**src/rtl/spi_pkg.sv**
```systemverilog
// Shared constants for the SPI master timing path: FSM encoding, default
// geometry and the SPI mode to {CPOL,CPHA} mapping.
package spi_pkg;

    localparam logic [1:0] ST_IDLE  = 2'd0;
    localparam logic [1:0] ST_SETUP = 2'd1;
    localparam logic [1:0] ST_RUN   = 2'd2;
    localparam logic [1:0] ST_HOLD  = 2'd3;

    localparam int DEF_CLK_DIV    = 4;
    localparam int DEF_FRAME_BITS = 8;

    // Mode m occupies bits [2m+1:2m] as {CPOL,CPHA}.
    localparam logic [7:0] SPI_MODE_MAP = {2'b11, 2'b10, 2'b01, 2'b00};

    function automatic logic [1:0] spi_mode(input logic [1:0] mode);
        return SPI_MODE_MAP[{mode, 1'b0} +: 2];
    endfunction

endpackage

```
**src/rtl/spi_clk_divider.sv**
```systemverilog
// Free-running clk divider; tick marks the last cycle of each CLK_DIV-cycle
// period, and clear restarts the period from zero.
module spi_clk_divider
    import spi_pkg::*;
#(
    parameter int CLK_DIV = DEF_CLK_DIV
) (
    input  logic clk,
    input  logic reset,
    input  logic clear,
    output logic tick
);

    localparam int            CW       = (CLK_DIV > 1) ? $clog2(CLK_DIV) : 1;
    localparam logic [CW-1:0] CNT_LAST = CW'(CLK_DIV - 1);

    logic [CW-1:0] div_cnt_q;
    logic [CW-1:0] div_cnt_d;

    assign tick = (div_cnt_q == CNT_LAST);

    always_comb begin
        if (clear || tick) begin
            div_cnt_d = '0;
        end else begin
            div_cnt_d = div_cnt_q + CW'(1);
        end
    end

    always_ff @(posedge clk or posedge reset) begin
        if (reset) begin
            div_cnt_q <= '0;
        end else begin
            div_cnt_q <= div_cnt_d;
        end
    end

endmodule

```
**src/rtl/spi_master_clkgen.sv**
```systemverilog
// SPI master timing engine: frames a transfer with chip-select, generates SCLK
// from the system clock and issues single-cycle sample/shift strobes.
module spi_master_clkgen
    import spi_pkg::*;
#(
    parameter int   CLK_DIV    = DEF_CLK_DIV,
    parameter int   FRAME_BITS = DEF_FRAME_BITS,
    parameter logic CPOL       = 1'b0,
    parameter logic CPHA       = 1'b0
) (
    input  logic clk,
    input  logic reset,
    input  logic start,
    output logic busy,
    output logic frame_done,
    output logic spi_clk,
    output logic spi_cs_n,
    output logic spi_clk_en,
    output logic spi_clk_recv_int,
    output logic spi_clk_send_int
);

    localparam int            EW        = $clog2(2 * FRAME_BITS);
    localparam logic [EW-1:0] LAST_EDGE = EW'(2 * FRAME_BITS - 1);

    logic [1:0]    state_q,      state_d;
    logic [EW-1:0] edge_cnt_q,   edge_cnt_d;
    logic          busy_q,       busy_d;
    logic          frame_done_q, frame_done_d;
    logic          spi_clk_q,    spi_clk_d;
    logic          spi_cs_n_q,   spi_cs_n_d;
    logic          spi_clk_en_q, spi_clk_en_d;
    logic          recv_q,       recv_d;
    logic          send_q,       send_d;

    logic          tick;
    logic          div_clear;
    logic [EW-1:0] edge_inc;

    // Restart the divider whenever the state changes so every state starts at div_cnt 0.
    assign div_clear = (state_d != state_q);
    assign edge_inc  = edge_cnt_q + EW'(1);

    spi_clk_divider #(
        .CLK_DIV (CLK_DIV)
    ) u_div (
        .clk   (clk),
        .reset (reset),
        .clear (div_clear),
        .tick  (tick)
    );

    always_comb begin
        // NOTE: every signal gets a default before the case so no path leaves it unassigned (no latch).
        state_d      = state_q;
        edge_cnt_d   = edge_cnt_q;
        busy_d       = busy_q;
        frame_done_d = 1'b0;
        spi_clk_d    = spi_clk_q;
        spi_cs_n_d   = spi_cs_n_q;
        spi_clk_en_d = spi_clk_en_q;
        recv_d       = 1'b0;
        send_d       = 1'b0;

        case (state_q)
            ST_IDLE: begin
                if (start) begin
                    state_d      = ST_SETUP;
                    busy_d       = 1'b1;
                    spi_cs_n_d   = 1'b0;
                    spi_clk_en_d = 1'b1;
                    send_d       = ~CPHA;
                end
            end
            ST_SETUP: begin
                // The SETUP tick launches edge 0 so RUN starts with SCLK already at its leading level.
                if (tick) begin
                    state_d    = ST_RUN;
                    edge_cnt_d = '0;
                    spi_clk_d  = ~CPOL;
                    recv_d     = ~CPHA;
                    send_d     = CPHA;
                end
            end
            ST_RUN: begin
                if (tick) begin
                    if (edge_cnt_q == LAST_EDGE) begin
                        state_d = ST_HOLD;
                    end else begin
                        edge_cnt_d = edge_inc;
                        spi_clk_d  = ~spi_clk_q;
                        if (!edge_inc[0]) begin
                            recv_d = ~CPHA;
                            send_d = CPHA;
                        end else begin
                            recv_d = CPHA;
                            send_d = ~CPHA && (edge_inc != LAST_EDGE);
                        end
                    end
                end
            end
            ST_HOLD: begin
                if (tick) begin
                    state_d      = ST_IDLE;
                    busy_d       = 1'b0;
                    frame_done_d = 1'b1;
                    spi_cs_n_d   = 1'b1;
                    spi_clk_en_d = 1'b0;
                    spi_clk_d    = CPOL;
                end
            end
            default: begin
                state_d = ST_IDLE;
            end
        endcase
    end

    always_ff @(posedge clk or posedge reset) begin
        if (reset) begin
            state_q      <= ST_IDLE;
            edge_cnt_q   <= '0;
            busy_q       <= 1'b0;
            frame_done_q <= 1'b0;
            spi_clk_q    <= CPOL;
            spi_cs_n_q   <= 1'b1;
            spi_clk_en_q <= 1'b0;
            recv_q       <= 1'b0;
            send_q       <= 1'b0;
        end else begin
            state_q      <= state_d;
            edge_cnt_q   <= edge_cnt_d;
            busy_q       <= busy_d;
            frame_done_q <= frame_done_d;
            spi_clk_q    <= spi_clk_d;
            spi_cs_n_q   <= spi_cs_n_d;
            spi_clk_en_q <= spi_clk_en_d;
            recv_q       <= recv_d;
            send_q       <= send_d;
        end
    end

    assign busy             = busy_q;
    assign frame_done       = frame_done_q;
    assign spi_clk          = spi_clk_q;
    assign spi_cs_n         = spi_cs_n_q;
    assign spi_clk_en       = spi_clk_en_q;
    assign spi_clk_recv_int = recv_q;
    assign spi_clk_send_int = send_q;

endmodule

```
**config.mk**
```make
export PLATFORM = sky130hd
export DESIGN_NAME = spi_master_clkgen
export DESIGN_NICKNAME = d
export VERILOG_FILES = /design/src/rtl/spi_pkg.sv /design/src/rtl/spi_clk_divider.sv /design/src/rtl/spi_master_clkgen.sv
export SDC_FILE = /design/constraint.sdc
export NUM_CORES = 1
export LEC_CHECK = 0
export ABC_AREA = 1
export CAP_MARGIN = 5
export CORE_MARGIN = 2
export CORE_UTILIZATION = 45
export CTS_BUF_LIST = sky130_fd_sc_hd__clkbuf_4
export DETAILED_ROUTE_END_ITERATION = 10
export PLACE_DENSITY = 0.63
export SYNTH_ARGS = -nofsm -noshare
export SYNTH_HDL_FRONTEND = slang
export SYNTH_HIERARCHICAL = 1
export SYNTH_SLANG_ARGS = --single-unit
```
**constraint.sdc**
```tcl
create_clock -name clk -period 1.9 [get_ports clk]
set_input_delay 0.38 -clock clk [delete_from_list [all_inputs] [get_ports clk]]
set_output_delay 0.38 -clock clk [all_outputs]
set_load 0.05 [all_outputs]
```
* After elaboration in Yosys (flattened, before gate mapping)
Cells that the tools add are included.
Widths: inputs -> output; s select.
** Storage, ports and cells
- Flip-flop bits (word level) :: 14
** Operators by class
- Bitwise logic cells :: 1
- Equal/unequal tests :: 12
- Reductions and logical operators :: 8
- Muxes and demuxes :: 31
- $add $sub $neg :: 2
** Operator list (number)
- $mux 1 :: 15
- $mux 2 :: 6
- $mux 4 :: 3
- $pmux 1 s2 :: 4
- $pmux 2 s4 :: 1
- $pmux 4 s2 :: 1
- $eq 2x2->1 const B :: 3
- $ne 2x1->1 const B :: 3
- $reduce_and 5->1 :: 1
- $add 4x1->4 const B :: 1
- $eq 4x4->1 const B :: 1
- $ne 2x2->1 const B :: 2
- $ne 4x4->1 const B :: 1
- $reduce_and 4->1 :: 1
- $reduce_bool 2->1 :: 2
- $pmux 1 s3 :: 1
- $reduce_and 3->1 :: 1
- $reduce_bool 3->1 :: 1
- $add 2x1->2 const B :: 1
- $eq 2x1->1 const B :: 1
- $logic_not 2->1 :: 1
- $ne 2x2->1 :: 1
- $logic_or 1x1->1 :: 1
- $not 1->1 :: 1

* Longest topological paths before layout
- Depth after elaboration :: 7
- Depth in mapped cells :: 14
- Mapped depth without buffers :: 13

* Modules after synthesis
The synthesis kept the hierarchy.
** By module, submodules not included
- spi_master_clkgen :: times used 1, cells an instance 97, area each 770.7 um^2, sequential area each 301.5 um^2
- spi_clk_divider :: times used 1, cells an instance 10, area each 88.8 um^2, sequential area each 50.0 um^2

* Worst setup path after synthesis
OpenSTA, ideal clock, no wires.
- Kind :: flip-flop to flip-flop
- Start :: register state_q[0]
- End :: register u_div.div_cnt_q[0]
- Arrival time :: 1.369 ns
- Setup time :: 0.116 ns
- Stages on the path, launching flop included :: 14
- Clock period less this slack :: 1.485 ns
- Setup slack :: 0.415 ns
- Required time :: 1.784 ns
- Path through :: dfrtp_1 > inv_1 > ha_1 > buf_6 > nand2_1 > clkinv_1 > nand2_1 > nand2_1 > nand2_1 > nand3_1 > nand3_1 > inv_1 > nand2_1 > nor2_1
** Between the ends
- Longest elaborated chain between the ends :: 6
- Elaborated cells on any way between the ends :: 13
- Classes of those cells :: eq/ne: 4; mux: 7; reduce/logical: 2
** RTL lines
- start: declaration :: RTL line spi_master_clkgen.sv:26 : logic [1:0] state_q, state_d;
- start signal: assignment :: RTL line spi_master_clkgen.sv:130 : state_q <= state_d;
- $mux 2 :: RTL line spi_master_clkgen.sv:87 : if (edge_cnt_q == LAST_EDGE) begin
- $mux 2 :: RTL line spi_master_clkgen.sv:86 : if (tick) begin
- $pmux 2 s4 :: RTL line spi_master_clkgen.sv:65 : case (state_q)
- $ne 2x2->1 * :: RTL line spi_master_clkgen.sv:41 : assign div_clear = (state_d != state_q);
- net div_clear :: RTL line spi_master_clkgen.sv:37 : logic div_clear;
- $logic_or 1x1->1 * :: RTL line spi_clk_divider.sv:23 : if (clear || tick) begin
- $mux 2 * :: RTL line spi_clk_divider.sv:23
- net u_div.div_cnt_d[0] :: RTL line spi_clk_divider.sv:18 : logic [CW-1:0] div_cnt_d;
- end signal: assignment :: RTL line spi_clk_divider.sv:34 : div_cnt_q <= div_cnt_d;
- end: declaration :: RTL line spi_clk_divider.sv:17 : logic [CW-1:0] div_cnt_q;
The timed path passes the listed nets; every way through them passes the cells marked *.
A chain may end at the register's enable or synchronous reset.

==> metrics.md <==
| Metric | Value |
|---|---|
| Status | `complete, no violations` |
| RePlAce Congestion | `0.863` |
| Die Y | `47.7 um` |
| Starting Density | `48.7%` |
| Final hold vios | `0` |
| DRC | `0` |
| Tmin final | `1830 ps` |
| Routed length per placed instance | `10.9 um` |
| Arrival time worst endpoint | `1450 ps` |
| Drt first pass iters | `4` |
| CTS root buf | `clkbuf_4` |
| Most frequent cells in the layout | `nand2_1, inv_1, dfrtp_1` |
| RSZ-0062 raised after global routing | `no` |
| Worst vdd ir | `0.000416 V` |
| Crit-path cells | `clkdlybuf4s50_1` |
| I/O pin cnt | `10` |
| Total gr overflow | `0` |
| Clock buffer depth | `2` |
| Slowest stage delay, CP | `810 ps` |
| Chip width | `47.7 um` |
| R2R Path Start | `state_q[0]` |
| CTS Buf Count | `3` |
| Via density | `4.78` |
| Cells after Synth | `107` |
| Setup Fix Bufs, Post-CTS | `0` |
| Initial drt markers | `11` |
| Number of global-route vias before repair | `572` |
| Share of layout cells above drive strength 1 | `16.8%` |
| Initial antenna violation count | `0` |
| Most common cell after layout, fill and taps aside | `nand2_1` |
| TNS Setup | `0 ps` |
| DRT antenna net count | `0` |
| Hold_ws | `292 ps` |
| Crit. Startpoint | `spi_clk_en` |
| Critical Path End Type | `output port` |
| Avg Cell Area, Syn | `8.03 um^2` |
| Core Rows | `15` |
| H-tree depth | `1` |
| Pwr Density | `506 mW/mm^2` |
| Critical path launch point type | `register` |
| Mapped cell area | `860 um^2` |
| Drt total wl | `1570 um` |
| HPWL after DPL | `1230 um` |
| Final nets | `130` |
| Global-route wire length before repair | `2500 um` |
| Total Die Area | `0.00228 mm^2` |
| Cell class contributing the biggest share of worst-path delay | `buffers and inverters` |
| Number of synthesized register bits | `14` |
| Max-slew headroom | `66.9%` |
| Worst skew pair latency | `280 ps` |
| Clock Skews | `4.27 ps` |
| CTS sink count | `14` |
| Leakage | `0.531 nW` |
| Syn Nets | `117` |
| Slowest cell on the critical path | `clkdlybuf4s50_1` |
| Worst hold-check path type | `in2async` |
| Max-Cap Viols | `0` |
| Gr usage total | `16.4%` |
| Worst Path Required | `1520 ps` |
| Final worst-path cycle share | `96.4%` |
| Synth unique cells | `25` |
| Cells resized by post-CTS repair | `0` |
| Final setup viols | `0` |
| Vias | `689` |
| Least-Margin Pin Slew | `495 ps` |
| Crit path kind | `reg2out` |
| Fmax achieved | `546 MHz` |
| Bufs and invs on worst path | `1` |
| Slew Limit Fails | `0` |
| Core Area | `0.00176 mm^2` |
| # hold bufs at CTS | `0` |
| Synth Warn # | `6` |
| # port buffers | `9` |
| Synth-to-Final Area Change | `15.7%` |
| Crit Path Max Fanout | `3` |
| ANT cells | `0` |
| Reg clk slew, reported paths | `90 ps` |
| Register area share after synthesis | `40.9%` |
| TritonCTS clock tree | `built` |
| Largest net degree at the start of global routing | `13` |
-- report_power, final --
| part | internal (W) | leakage, nW | switching [W] | total [W] |
|---|---|---|---|---|
| Clock | 0.0000959 | 0.0184 | 0.0000986 | 0.000194 |
| Sequential | 0.000298 | 0.167 | 0 | 0.000298 |
| Combinational | 0.00000391 | 0.346 | 0.00000689 | 0.0000108 |
-- metal layers --
layer  up-vias  wire length, um  share of wire (%)  global-route usage [%]
met3         6               63                4.0                    3.40
li1        357                -                  -                       -
met2        17              708                 45                    24.8
met4         0               32                2.0                    8.11
met1       309              769                 49                    22.0
met5         -                0                  0                       0
-- synthesized netlist by cell type --
library cell  number  area (um^2)
nand2_1           26         97.6
o21a_1             1         7.51
o21ai_0            3         15.0
a21boi_0           1         7.51
nor2_2             3         18.8
dfstp_2            1         26.3
nor3_1             1         5.00
and2_1             1         6.26
nand3_1           12         60.1
or2_2              1         6.26
buf_6              1         11.3
o21ai_1            2         10.0
buf_4              1         7.51
dfrtp_1           13          325
o31ai_2            1         12.5
ha_1               7         87.6
a21o_1             1         7.51
xor2_1             2         17.5
inv_1             14         52.6
inv_2              3         11.3
nand2_2            2         12.5
clkinv_1           1         3.75
nor2_1             6         22.5
a21oi_1            1         5.00
nor2_4             2         22.5
-- final timing paths --
kind | end | slack [ps] | cells past startpoint
worst min register to register | u_div/div_cnt_q[0] | 480 | 1
min in group clk | u_div/div_cnt_q[0] | 480 | 1
worst min-delay path | u_div/div_cnt_q[0] | 290 | 2
max in group asynchronous | spi_cs_n | 1110 | 2
worst max register to register | u_div/div_cnt_q[0] | 210 | 12
worst max-delay path | busy | 70 | 1
-- per-stage QoR --
stage / utilization (%) / instances / total power, W / setup slack [ps] / area (um^2)
CTS: 56.4 / 144 / 0.000510 / 54.2 / 995
global placement: 54.7 / 140 / 0.000315 / 253 / 965
finish: 56.4 / 144 / 0.000503 / 67.5 / 995
detailed placement: 54.7 / 140 / 0.000315 / 238 / 965
global route: 56.4 / 144 / 0.000521 / 12.2 / 995
floorplan: - / 107 / 0.000308 / 415 / 860
-- worst reg2reg max path, cell delays in order, from the launching register on --
cell,delay (ps)
dfrtp_1,420
inv_1,140
ha_1,310
nand2_1,90
clkinv_1,80
nand2_1,50
nand2_1,80
nand2_1,70
nand3_1,80
nand3_1,70
inv_1,50
nand2_1,60
nor2_1,110
-- registers in the layout, indices dropped and copies added (netlist names) --
| signal | count |
|---|---|
| edge_cnt_q | 4 |
| frame_done | 1 |
| u_div/div_cnt_q | 2 |
| spi_clk | 1 |
| state_q | 2 |
| spi_cs_n | 1 |
| spi_clk_en | 1 |
| spi_clk_recv_int | 1 |
| spi_clk_send_int | 1 |
-- layout make-up --
class                   count  area, um^2
flip-flops and latches     14         352
multi-input cells          73         422
clock buffers               4        30.0
repair buffers             10        92.6
fillers                   173         769
inverters                  18        67.6
well taps                  25        31.3
-- cell families after synthesis --
logic type	Yosys count	synth area share, %
AOI/OAI and AO/OA	10	7.57
xor gates and xnor gates	2	2.04
adders and majority gates	7	10.2
buffers and inverters	20	10.0
DFF	14	40.9
and+or+nand+nor	54	29.3
(Power assumes the default switching activity.)
